===== config.mk =====
export PLATFORM = sky130hd
export DESIGN_NAME = div_iter
export DESIGN_NICKNAME = d
export VERILOG_FILES = /design/src/rtl/div_iter.sv
export SDC_FILE = /design/constraint.sdc
export NUM_CORES = 1
export LEC_CHECK = 0
export ABC_AREA = 1
export ABC_CLOCK_PERIOD_IN_PS = 4820
export CAP_MARGIN = 20
export CORE_ASPECT_RATIO = 0.5
export CORE_MARGIN = 5
export CORE_UTILIZATION = 50
export DETAILED_ROUTE_END_ITERATION = 10
export PLACE_DENSITY = 0.78
export SYNTH_ARGS = -nofsm -noshare
export SYNTH_HDL_FRONTEND = slang
export SYNTH_SLANG_ARGS = --single-unit

===== constraint.sdc =====
create_clock -name clk -period 4.82 [get_ports clk]
set_clock_uncertainty 0.1 [all_clocks]
set_input_delay 0.964 -clock clk [delete_from_list [all_inputs] [get_ports clk]]
set_output_delay 0.964 -clock clk [all_outputs]
set_load 0.03 [all_outputs]

===== src/rtl/div_iter.sv =====
// div_iter: iterative radix-2 restoring divider (signed/unsigned), one quotient
// bit per cycle, IDLE/BUSY/DONE control with cancel and hazard-unit stall.
// Optional macro DIV_ZERO_FAST_EN: a zero divisor skips the iterations and
// completes one cycle after start (quotient=0, remainder=dividend).
module div_iter #(
  parameter int unsigned WIDTH = 32
) (
  input  logic             clk,
  input  logic             rst,
  input  logic             start,
  input  logic             signed_op,
  input  logic             cancel,
  input  logic [WIDTH-1:0] dividend,
  input  logic [WIDTH-1:0] divisor,
  output logic [WIDTH-1:0] quotient,
  output logic [WIDTH-1:0] remainder,
  output logic             ready,
  output logic             stall,
  output logic             div_zero
);

  localparam int unsigned CW = $clog2(WIDTH + 1);

  typedef enum logic [1:0] {
    IDLE,
    BUSY,
    DONE
  } state_e;

  state_e           state_q, state_d;
  logic [CW-1:0]    cnt_q, cnt_d;
  logic [WIDTH-1:0] prem_q, prem_d;     // partial remainder magnitude
  logic [WIDTH-1:0] dq_q, dq_d;         // dividend shifting out, quotient shifting in
  logic [WIDTH-1:0] dvsr_q, dvsr_d;     // divisor magnitude
  logic             qneg_q, qneg_d;
  logic             rneg_q, rneg_d;
  logic             dz_q, dz_d;
  logic [WIDTH-1:0] quotient_q, quotient_d;
  logic [WIDTH-1:0] remainder_q, remainder_d;
  logic             div_zero_q, div_zero_d;

  logic [WIDTH:0]   shl;
  logic             borrow;
  logic [WIDTH-1:0] prem_step, dq_step;
  logic [WIDTH-1:0] mag_a, mag_b;

  // One restoring step plus operand magnitudes for capture.
  always_comb begin
    shl       = {prem_q, dq_q[WIDTH-1]};
    borrow    = shl < {1'b0, dvsr_q};
    prem_step = borrow ? shl[WIDTH-1:0] : WIDTH'(shl - {1'b0, dvsr_q});
    dq_step   = {dq_q[WIDTH-2:0], ~borrow};
    mag_a     = (signed_op && dividend[WIDTH-1]) ? -dividend : dividend;
    mag_b     = (signed_op && divisor[WIDTH-1])  ? -divisor  : divisor;
  end

  // Next-state, datapath loads and stall request.
  always_comb begin
    state_d     = state_q;
    cnt_d       = cnt_q;
    prem_d      = prem_q;
    dq_d        = dq_q;
    dvsr_d      = dvsr_q;
    qneg_d      = qneg_q;
    rneg_d      = rneg_q;
    dz_d        = dz_q;
    quotient_d  = quotient_q;
    remainder_d = remainder_q;
    div_zero_d  = div_zero_q;
    stall       = 1'b0;
    case (state_q)
      IDLE: begin
        if (start && !cancel) begin
          stall   = 1'b1;
          dq_d    = mag_a;
          dvsr_d  = mag_b;
          prem_d  = '0;
          qneg_d  = signed_op & (dividend[WIDTH-1] ^ divisor[WIDTH-1]);
          rneg_d  = signed_op & dividend[WIDTH-1];
          dz_d    = (divisor == '0);
          cnt_d   = CW'(WIDTH);
          state_d = BUSY;
`ifdef DIV_ZERO_FAST_EN
          if (divisor == '0) begin
            cnt_d       = '0;
            state_d     = DONE;
            quotient_d  = '0;
            remainder_d = dividend;
            div_zero_d  = 1'b1;
          end
`else
`endif
        end
      end
      BUSY: begin
        stall = 1'b1;
        if (cancel) begin
          state_d = IDLE;
          cnt_d   = '0;
        end else begin
          prem_d = prem_step;
          dq_d   = dq_step;
          cnt_d  = cnt_q - CW'(1);
          if (cnt_q == CW'(1)) begin
            // final step's results are committed directly on entry to DONE
            state_d     = DONE;
            quotient_d  = qneg_q ? -dq_step : dq_step;
            remainder_d = rneg_q ? -prem_step : prem_step;
            div_zero_d  = dz_q;
          end
        end
      end
      DONE:    state_d = IDLE;
      default: state_d = IDLE;
    endcase
  end

  // State and datapath registers with asynchronous active-low reset.
  always_ff @(posedge clk or negedge rst) begin
    if (!rst) begin
      state_q     <= IDLE;
      cnt_q       <= '0;
      prem_q      <= '0;
      dq_q        <= '0;
      dvsr_q      <= '0;
      qneg_q      <= 1'b0;
      rneg_q      <= 1'b0;
      dz_q        <= 1'b0;
      quotient_q  <= '0;
      remainder_q <= '0;
      div_zero_q  <= 1'b0;
    end else begin
      state_q     <= state_d;
      cnt_q       <= cnt_d;
      prem_q      <= prem_d;
      dq_q        <= dq_d;
      dvsr_q      <= dvsr_d;
      qneg_q      <= qneg_d;
      rneg_q      <= rneg_d;
      dz_q        <= dz_d;
      quotient_q  <= quotient_d;
      remainder_q <= remainder_d;
      div_zero_q  <= div_zero_d;
    end
  end

  assign ready     = (state_q == DONE);
  assign quotient  = quotient_q;
  assign remainder = remainder_q;
  assign div_zero  = div_zero_q;

endmodule


==> flow_summary.ini, run 1 <==
[clock_tree]
holdBufCountCts = 0
root_buffer = clkbuf_16
cts.sinks = 172
cts_tree = done
cts.clk_slew.worst_paths_ps = 70
cts_inserted_buffers = 17
cts_resized = 0
post_cts_buffers = 0
clk_latency_ps = 450
clock_path_buffers = 2
htree_levels = 4

[synth]
synth-xor-area-share = 0.06267
synth_nets = 2039
synthSimpleGateAreaFrac = 0.3255
synthCells = 1931
synth_common_cells = nand2_1 (583), inv_1 (245), o21ai_0 (180)
synth_edf_count = 0
yosysSeqAreaShare = 0.3348
synthAdderAreaFrac = 0.03854
yosys.area.top_type = dfrtp_1
synth_compound_area_frac = 0.1398
synth.area.top_cells = dfrtp_1 (33%), nand2_1 (17%), inv_1 (7.2%)
syn_area_per_cell_um2 = 6.658
ys_types = 49
post-synth-top-count-cell = nand2_1
synthMuxAreaShare = 0
synth_flop_cell = dfrtp_1
ys_warn_count = 0
netlist_area_um2 = 12860
synth_top_family_by_area = simple AND/OR/NAND/NOR gates
synth_top_area_frac = 0.3348
synth-seq-cells = 172
async_flop_share = 1.000

[detailed_routing]
avgRoutedWirePerCell_um = 16.45
drtPass1Iterations = 6
wl_mm = 39.49
viasPerCell = 5.408
drt_iter0_drc = 1454
vias = 12980
postRouteAntennaNets = 0
drcViolationCount = 0

[job]
cap_violations = 0

[sta]
worst_slew_pin_slew_ps = 1097
timing.final.setup_violations = 0
slew_viol_final = 0
fin_tns_setup_ps = 0
relSlewSlack = 0.2684
hold_viol = 0
clock.fmax_mhz = 231.9
rsz0062_at_grt = false
min_period_ps = 4312
hold_ws_ps = 350.6
fin_crit_sh = 0.8947

[pwr]
powerDensity_nw_per_um2 = 794.2
ir_drop_uv = 374.4
total_leakage_power_uw = 0.007587

[critical_path]
crit_path_end = quotient[30]
worstReg2RegStart = prem_q[15]
startpoint = prem_q[15]
crit_path_start_kind = flop
rrSetupSlack_ps = 510
path_class = flop to flop
end_kind = flop
cp.required_ps = 5080
worstPathMaxFanout = 18
r2r.worst_path.cells = 26
arrival_ps = 4570
r2r_end = quotient[30]

[cells_and_area]
area_delta_synth_final_pct = 17.74
final_util = 0.5998
fill_cells = 2372
drive_above_1_share = 0.06226
stdcell_area_um2 = 15140
seq_area_um2 = 4304
fin_nets = 2152
diodes = 0
multiInputGateArea_um2 = 7302

[hold_path]
hold_path.class = input pin to asynchronous set/reset pin

[placement]
io_buffers = 135
placed_area_um2 = 14520
gp_congestion = 0.9686
dp_hpwl_mm = 30.24

[floorplan]
die-area_um2 = 29220
die_x_um = 236.8
row_count = 41
start_util = 0.5094
coreArea_um2 = 25240
dieHeight_um = 123.4
io_pins = 136

[global_route]
grt_pass1_wl_mm = 63.11
grt-ovfl-total = 0
grt_pass1_vias = 11970
antenna_found_initial = 0
grt_use_total = 0.2708
grt_max_degree = 110

[status]
status = finished clean
-- area by class of cell --
cell class / count / share of cell area
multi-input combinational: 1439 / 0.4824
sequential: 172 / 0.2843
timing repair buffer: 154 / 0.1009
inverter: 260 / 0.06488
clock buffer: 20 / 0.03017
tap: 344 / 0.02843
clock inverter: 11 / 0.008926
-- kinds of logic (layout without fill, tap and decap cells) --
| logic type | Yosys count | count (layout) |
|---|---|---|
| XOR/XNOR | 92 | 92 |
| AO/OA/AOI/OAI | 322 | 322 |
| buffers and inverters | 320 | 445 |
| AND/OR/NAND/NOR | 986 | 986 |
| flip-flops | 172 | 172 |
| adder cells (fa/ha/maj) | 39 | 39 |
-- registers in the layout, indices dropped and copies added, names as in the netlist, 2 cells and up --
signal,count
prem_q,32
dvsr_q,32
dq_q,32
cnt_q,6
remainder,32
state_q,2
quotient,32
-- power breakdown --
part / internal [µW] / switching, µW / total, µW
logic: 2640 / 5410 / 8060
registers: 2020 / 517 / 2540
clock network: 798 / 631 / 1430
-- placed cells by master, fill, tap and decap left out, types with 3 or more instances in the layout --
cell type | synthesis | routed
nand3b_1 | 4 | 4
nand2_2 | 24 | 24
o22ai_1 | 23 | 23
a21oi_1 | 61 | 61
o211ai_1 | 14 | 14
nand3_1 | 126 | 126
or2_2 | 4 | 4
xor2_1 | 72 | 72
inv_1 | 245 | 244
inv_6 | 1 | 4
nor4_1 | 10 | 8
dfrtp_1 | 172 | 172
o21ai_2 | 6 | 6
ha_1 | 38 | 38
o21bai_1 | 3 | 3
o21ai_1 | 10 | 10
clkbuf_16 | 0 | 17
nand2_1 | 583 | 583
inv_2 | 12 | 13
nor2_2 | 8 | 10
nand2_4 | 4 | 4
o31ai_1 | 7 | 7
nor2_1 | 158 | 156
a21oi_2 | 4 | 4
a31oi_1 | 4 | 4
nor3_1 | 33 | 33
o21ai_0 | 180 | 180
buf_4 | 0 | 17
nand4_1 | 23 | 23
clkdlybuf4s50_1 | 0 | 134
xnor2_1 | 20 | 20
-- worst max-delay path, stage by stage (launching register included) --
cell     delay [ps]
dfrtp_1         410
ha_1            410
nand2_2         150
inv_1            50
nand2_1          60
nand3_1         100
inv_2            60
nand2_1          90
inv_2            80
nand2_2          70
nand2_4         200
nand2_8          80
inv_6           150
ha_1            170
inv_1            50
nor3_1          250
nand3_1         140
nor3_1          220
nand3_1         180
nor2_1          250
nand2_1          80
nand2_1          90
o21ai_0         140
a21oi_1         220
o21ai_0         140
xor2_1          150
o21ai_0         140
-- metrics by stage --
step,setup WS (ps),power (µW),instances
after floorplan,969.0,8214,1931
after global placement,778.0,10330,2368
after detailed placement,648.9,10420,2368
after CTS,571.4,11890,2399
after global routing,69.10,13030,2400
final,507.7,12020,2400
-- worst min-delay path by stage --
| stage | to | depth (start not counted) |
|---|---|---|
| finish | dq_q[2] | 1 |
| global route | dq_q[2] | 1 |
| CTS | remainder[23] | 2 |
| detailed placement | remainder[26] | 2 |
| global placement | remainder[26] | 2 |
| floorplan | dvsr_q[10] | 2 |
-- layer usage --
layer	GRT usage	up-vias	wire (µm)
met5	0	-	0
li1	-	6415	-
met1	0.3747	5992	17570
met4	0.08321	0	1079
met3	0.04457	73	2960
met2	0.4420	498	17880
No activity file was read; power rests on OpenSTA's default activity.
==> run 2: changes to the inputs <==
--- a/config.mk
+++ b/config.mk
@@ -8,11 +8,13 @@
 export ABC_AREA = 1
 export ABC_CLOCK_PERIOD_IN_PS = 4820
 export CAP_MARGIN = 20
+export CELL_PAD_IN_SITES_DETAIL_PLACEMENT = 1
+export CELL_PAD_IN_SITES_GLOBAL_PLACEMENT = 1
 export CORE_ASPECT_RATIO = 0.5
-export CORE_MARGIN = 5
-export CORE_UTILIZATION = 50
+export CORE_UTILIZATION = 41
 export DETAILED_ROUTE_END_ITERATION = 10
-export PLACE_DENSITY = 0.78
+export MAX_ROUTING_LAYER = met4
+export PLACE_DENSITY = 0.87
 export SYNTH_ARGS = -nofsm -noshare
 export SYNTH_HDL_FRONTEND = slang
 export SYNTH_SLANG_ARGS = --single-unit
==> flow_summary.ini, run 2 (same netlist as run 1, synthesis figures left out) <==
[status]
status = finished clean

[detailed_routing]
drtPass1Iterations = 5
avgRoutedWirePerCell_um = 19.06
vias = 13300
drcViolationCount = 0
viasPerCell = 5.368
postRouteAntennaNets = 0
drt_iter0_drc = 979
wl_mm = 47.22

[critical_path]
cp_num_cells = 26
arrival_ps = 4680
crit_path_start_kind = flop
worstPathMaxFanout = 18
crit_path_frequent_cell = nand2_1
r2r.worst_path.cells = 26
cp.required_ps = 5100
cpPeakStageDelay_ps = 410
crit_family = simple AND/OR/NAND/NOR gates
end_kind = flop
path_class = flop to flop
slowest_stage = dfrtp_1
cp_num_buf_inv = 5

[floorplan]
die_x_um = 252.4
row_count = 45
dieHeight_um = 127.2
die-area_um2 = 32110
io_pins = 136
coreArea_um2 = 30570
start_util = 0.4205

[global_route]
grt_pass1_wl_mm = 75.40
grt_use_total = 0.3122
grt_pass1_vias = 13710
grt-ovfl-total = 0
antenna_found_initial = 0
grt_max_degree = 105

[clock_tree]
cts.clk_slew.worst_paths_ps = 80
cts.sinks = 172
post_cts_buffers = 0
clk_latency_ps = 470
clock_path_buffers = 2
cts_tree = done
cts_inserted_buffers = 17
root_buffer = clkbuf_16
htree_levels = 4

[pwr]
powerDensity_nw_per_um2 = 821.1
total_power_uw = 12550
ir_drop_uv = 378.5
total_leakage_power_uw = 0.007589

[placement]
dpl_worst_slack_ps = 528.3
dp_hpwl_mm = 35.87
io_buffers = 135
gp_congestion = 0.9650

[sta]
fin_crit_sh = 0.9127
min_period_ps = 4399
slew_viol_final = 0
timing.final.setup_violations = 0
worst_slew_pin_slew_ps = 835.6
hold_ws_ps = 199.9
hold_viol = 0
setup_ws_ps = 420.8
clock.fmax_mhz = 227.3
relSlewSlack = 0.4429

[cells_and_area]
area_delta_synth_final_pct = 18.91
final_common_cell = nand2_1
fill_cells = 4017
final_cell_mix = nand2_1 (583), inv_1 (244), o21ai_0 (179)
drive_above_1_share = 0.06326
diodes = 0
fin_nets = 2150

[hold_path]
hold_path.class = input pin to asynchronous set/reset pin

[job]
cap_violations = 0
[run 2: cell types whose count changed in the layout (fill, tap and decap cells not counted), sizes merged]
cell    previous run  this run
inv              262       265
buf               20        18
clkbuf            20        19
clkinv             5         4
[run 2: metrics by stage]
step / setup TNS [ps] / cell area, µm² / utilization / std cells
global route: -14.88 / 15290 / 0.5001 / 2478
CTS: 0 / 15240 / 0.4986 / 2477
detailed placement: 0 / 14620 / 0.4782 / 2445
global placement: 0 / 14600 / 0.4776 / 2444
floorplan: 0 / 12860 / - / 1931
finish: 0 / 15290 / 0.5001 / 2478
[run 2: worst paths after layout]
kind / from / to / slack, ps
max reg2reg: prem_q[15] / quotient[30] / 420
max: prem_q[15] / quotient[30] / 420
min reg2reg: remainder[26] / remainder[26] / 390
min: rst / quotient[12] / 200
max in group asynchronous: rst / dq_q[22] / 3340
min in group clk: remainder[26] / remainder[26] / 390
[run 2: power breakdown]
part / internal [µW] / switching [µW] / leakage, µW / total [µW]
clock network: 816 / 700 / 0.000301 / 1520
logic: 2650 / 5810 / 0.00513 / 8470
registers: 2020 / 552 / 0.00216 / 2570
total: 5490 / 7060 / 0.00759 / 12600
[run 2: area by class of cell]
class | count | area [µm²] | share of cell area
tap | 423 | 529.3 | 0.03462
inverter | 260 | 982.2 | 0.06424
clock inverter | 13 | 171.4 | 0.01121
sequential | 172 | 4304 | 0.2815
clock buffer | 19 | 452.9 | 0.02963
timing repair buffer | 152 | 1525 | 0.09976
multi-input combinational | 1439 | 7323 | 0.4790
[run 2: timing repair]
item / CTS / global route
hold endpoints to repair: 0 / 0
resized for setup: 0 / 4
hold buffers: 0 / 0
setup endpoints to repair: 0 / 2
[run 2: layer usage]
metal / vias to the layer above / global-route usage / routed length [µm]
met5: - / - / 0
met4: 0 / 0.09947 / 1201
met3: 76 / 0.05460 / 2480
met2: 344 / 0.4958 / 21540
met1: 6468 / 0.4057 / 22000
li1: 6414 / - / -
==> run 3: changes to the inputs <==
--- a/config.mk
+++ b/config.mk
@@ -15,6 +15,7 @@
 export DETAILED_ROUTE_END_ITERATION = 10
 export MAX_ROUTING_LAYER = met4
 export PLACE_DENSITY = 0.87
+export REMOVE_ABC_BUFFERS = 1
 export SYNTH_ARGS = -nofsm -noshare
 export SYNTH_HDL_FRONTEND = slang
 export SYNTH_SLANG_ARGS = --single-unit
==> flow_summary.ini, run 3 (same netlist as run 1, synthesis figures left out) <==
[placement]
placed_area_um2 = 14630
dp_hpwl_mm = 36.89
gp_congestion = 0.9604
dpl_worst_slack_ps = 476.7
io_buffers = 135

[critical_path]
path_class = flop to flop
worstPathMaxFanout = 18
r2r.worst_path.cells = 26
rrSetupSlack_ps = 440
cp.required_ps = 5100
crit_path_start_kind = flop
slowest_stage = dfrtp_1
crit_path_frequent_cell = nand2_1
worstReg2RegStart = prem_q[15]
r2r_end = quotient[30]
arrival_ps = 4660
crit_family = simple AND/OR/NAND/NOR gates
cpPeakStageDelay_ps = 410
cp_num_buf_inv = 5
end_kind = flop

[job]
cap_violations = 0

[clock_tree]
cts_resized = 0
cts.clk_slew.worst_paths_ps = 70
cts_tree = done
cts_inserted_buffers = 17
holdBufCountCts = 0
post_cts_buffers = 0
cts.sinks = 172
root_buffer = clkbuf_16
clock_path_buffers = 2
htree_levels = 4
clk_latency_ps = 460

[cells_and_area]
final_common_cell = nand2_1
drive_above_1_share = 0.06456
fin_nets = 2155
final_cell_mix = nand2_1 (583), inv_1 (244), o21ai_0 (180)
area_delta_synth_final_pct = 18.49
stdcell_area_um2 = 15230

[detailed_routing]
drt_iter0_drc = 1059
avgRoutedWirePerCell_um = 19.62
vias = 13670
viasPerCell = 5.503
postRouteAntennaNets = 0
drtPass1Iterations = 5
drcViolationCount = 0
wl_mm = 48.73

[status]
status = finished clean

[sta]
fin_tns_setup_ps = 0
min_period_ps = 4384
slew_viol_final = 0
setup_ws_ps = 436.3
clock.fmax_mhz = 228.1
worst_slew_pin_slew_ps = 960.7
hold_ws_ps = 384.7
fin_crit_sh = 0.9095
hold_viol = 0
relSlewSlack = 0.3595
timing.final.setup_violations = 0

[floorplan]
row_count = 45
coreArea_um2 = 30570
dieHeight_um = 127.2
io_pins = 136
start_util = 0.4205
die_x_um = 252.4
die-area_um2 = 32110

[pwr]
powerDensity_nw_per_um2 = 822.8
ir_drop_uv = 445.0
total_leakage_power_uw = 0.007574
total_power_uw = 12540

[hold_path]
worstHoldStart = remainder[27]
worstHoldEndpoint = remainder[27]
hold_path.class = flop to flop
worstHoldPathCells = 2

[global_route]
grt_pass1_vias = 13940
grt_max_degree = 96
grt_pass1_wl_mm = 77.04
grt_use_total = 0.3202
grt-ovfl-total = 0
antenna_found_initial = 1
-- run 3: worst min-delay path, delay by kind of cell, from the launching register on --
kind	cells	cell delay, ps
and+or+nand+nor	2	120
DFF	1	340
-- run 3: through the flow --
stage / instances / utilization
after global placement: 2450 / 0.4786
after CTS: 2482 / 0.4971
after detailed placement: 2450 / 0.4786
after floorplan: 1871 / -
after global routing: 2484 / 0.4983
final: 2484 / 0.4983
-- run 3: where the power goes --
part | switching, µW | internal [µW]
registers | 516 | 2020
clock network | 674 | 724
logic | 5940 | 2660
total | 7130 | 5410
-- run 3: final cells by class --
type | count | area, µm²
Antenna cell | 1 | 2.502
Clock buffer | 19 | 432.9
Clock inverter | 13 | 131.4
Fill cell | 4026 | 15340
Inverter | 260 | 982.2
Multi-Input combinational cell | 1439 | 7322
Sequential cell | 172 | 4304
Tap cell | 423 | 529.3
Timing Repair Buffer | 157 | 1530
-- run 3: worst max-delay path by stage --
stage / startpoint / to / slack [ps] / cells after the start
4_1_cts: prem_q[15] / quotient[30] / 390 / 26
6_report: prem_q[15] / quotient[30] / 440 / 26
3_5_place_dp: prem_q[15] / quotient[30] / 480 / 26
3_3_place_gp: prem_q[15] / quotient[30] / 650 / 26
2_1_floorplan: state_q[1] / quotient[10] / -990 / 8
5_1_grt: prem_q[15] / quotient[30] / -6 / 26
-- run 3: layer usage --
| metal | wire (µm) | vias to the layer above | track usage |
|---|---|---|---|
| li1 | - | 6419 | - |
| met1 | 21830 | 6740 | 0.4172 |
| met2 | 22650 | 418 | 0.5068 |
| met3 | 2682 | 93 | 0.04421 |
| met4 | 1566 | 0 | 0.1241 |
| met5 | 0 | - | - |
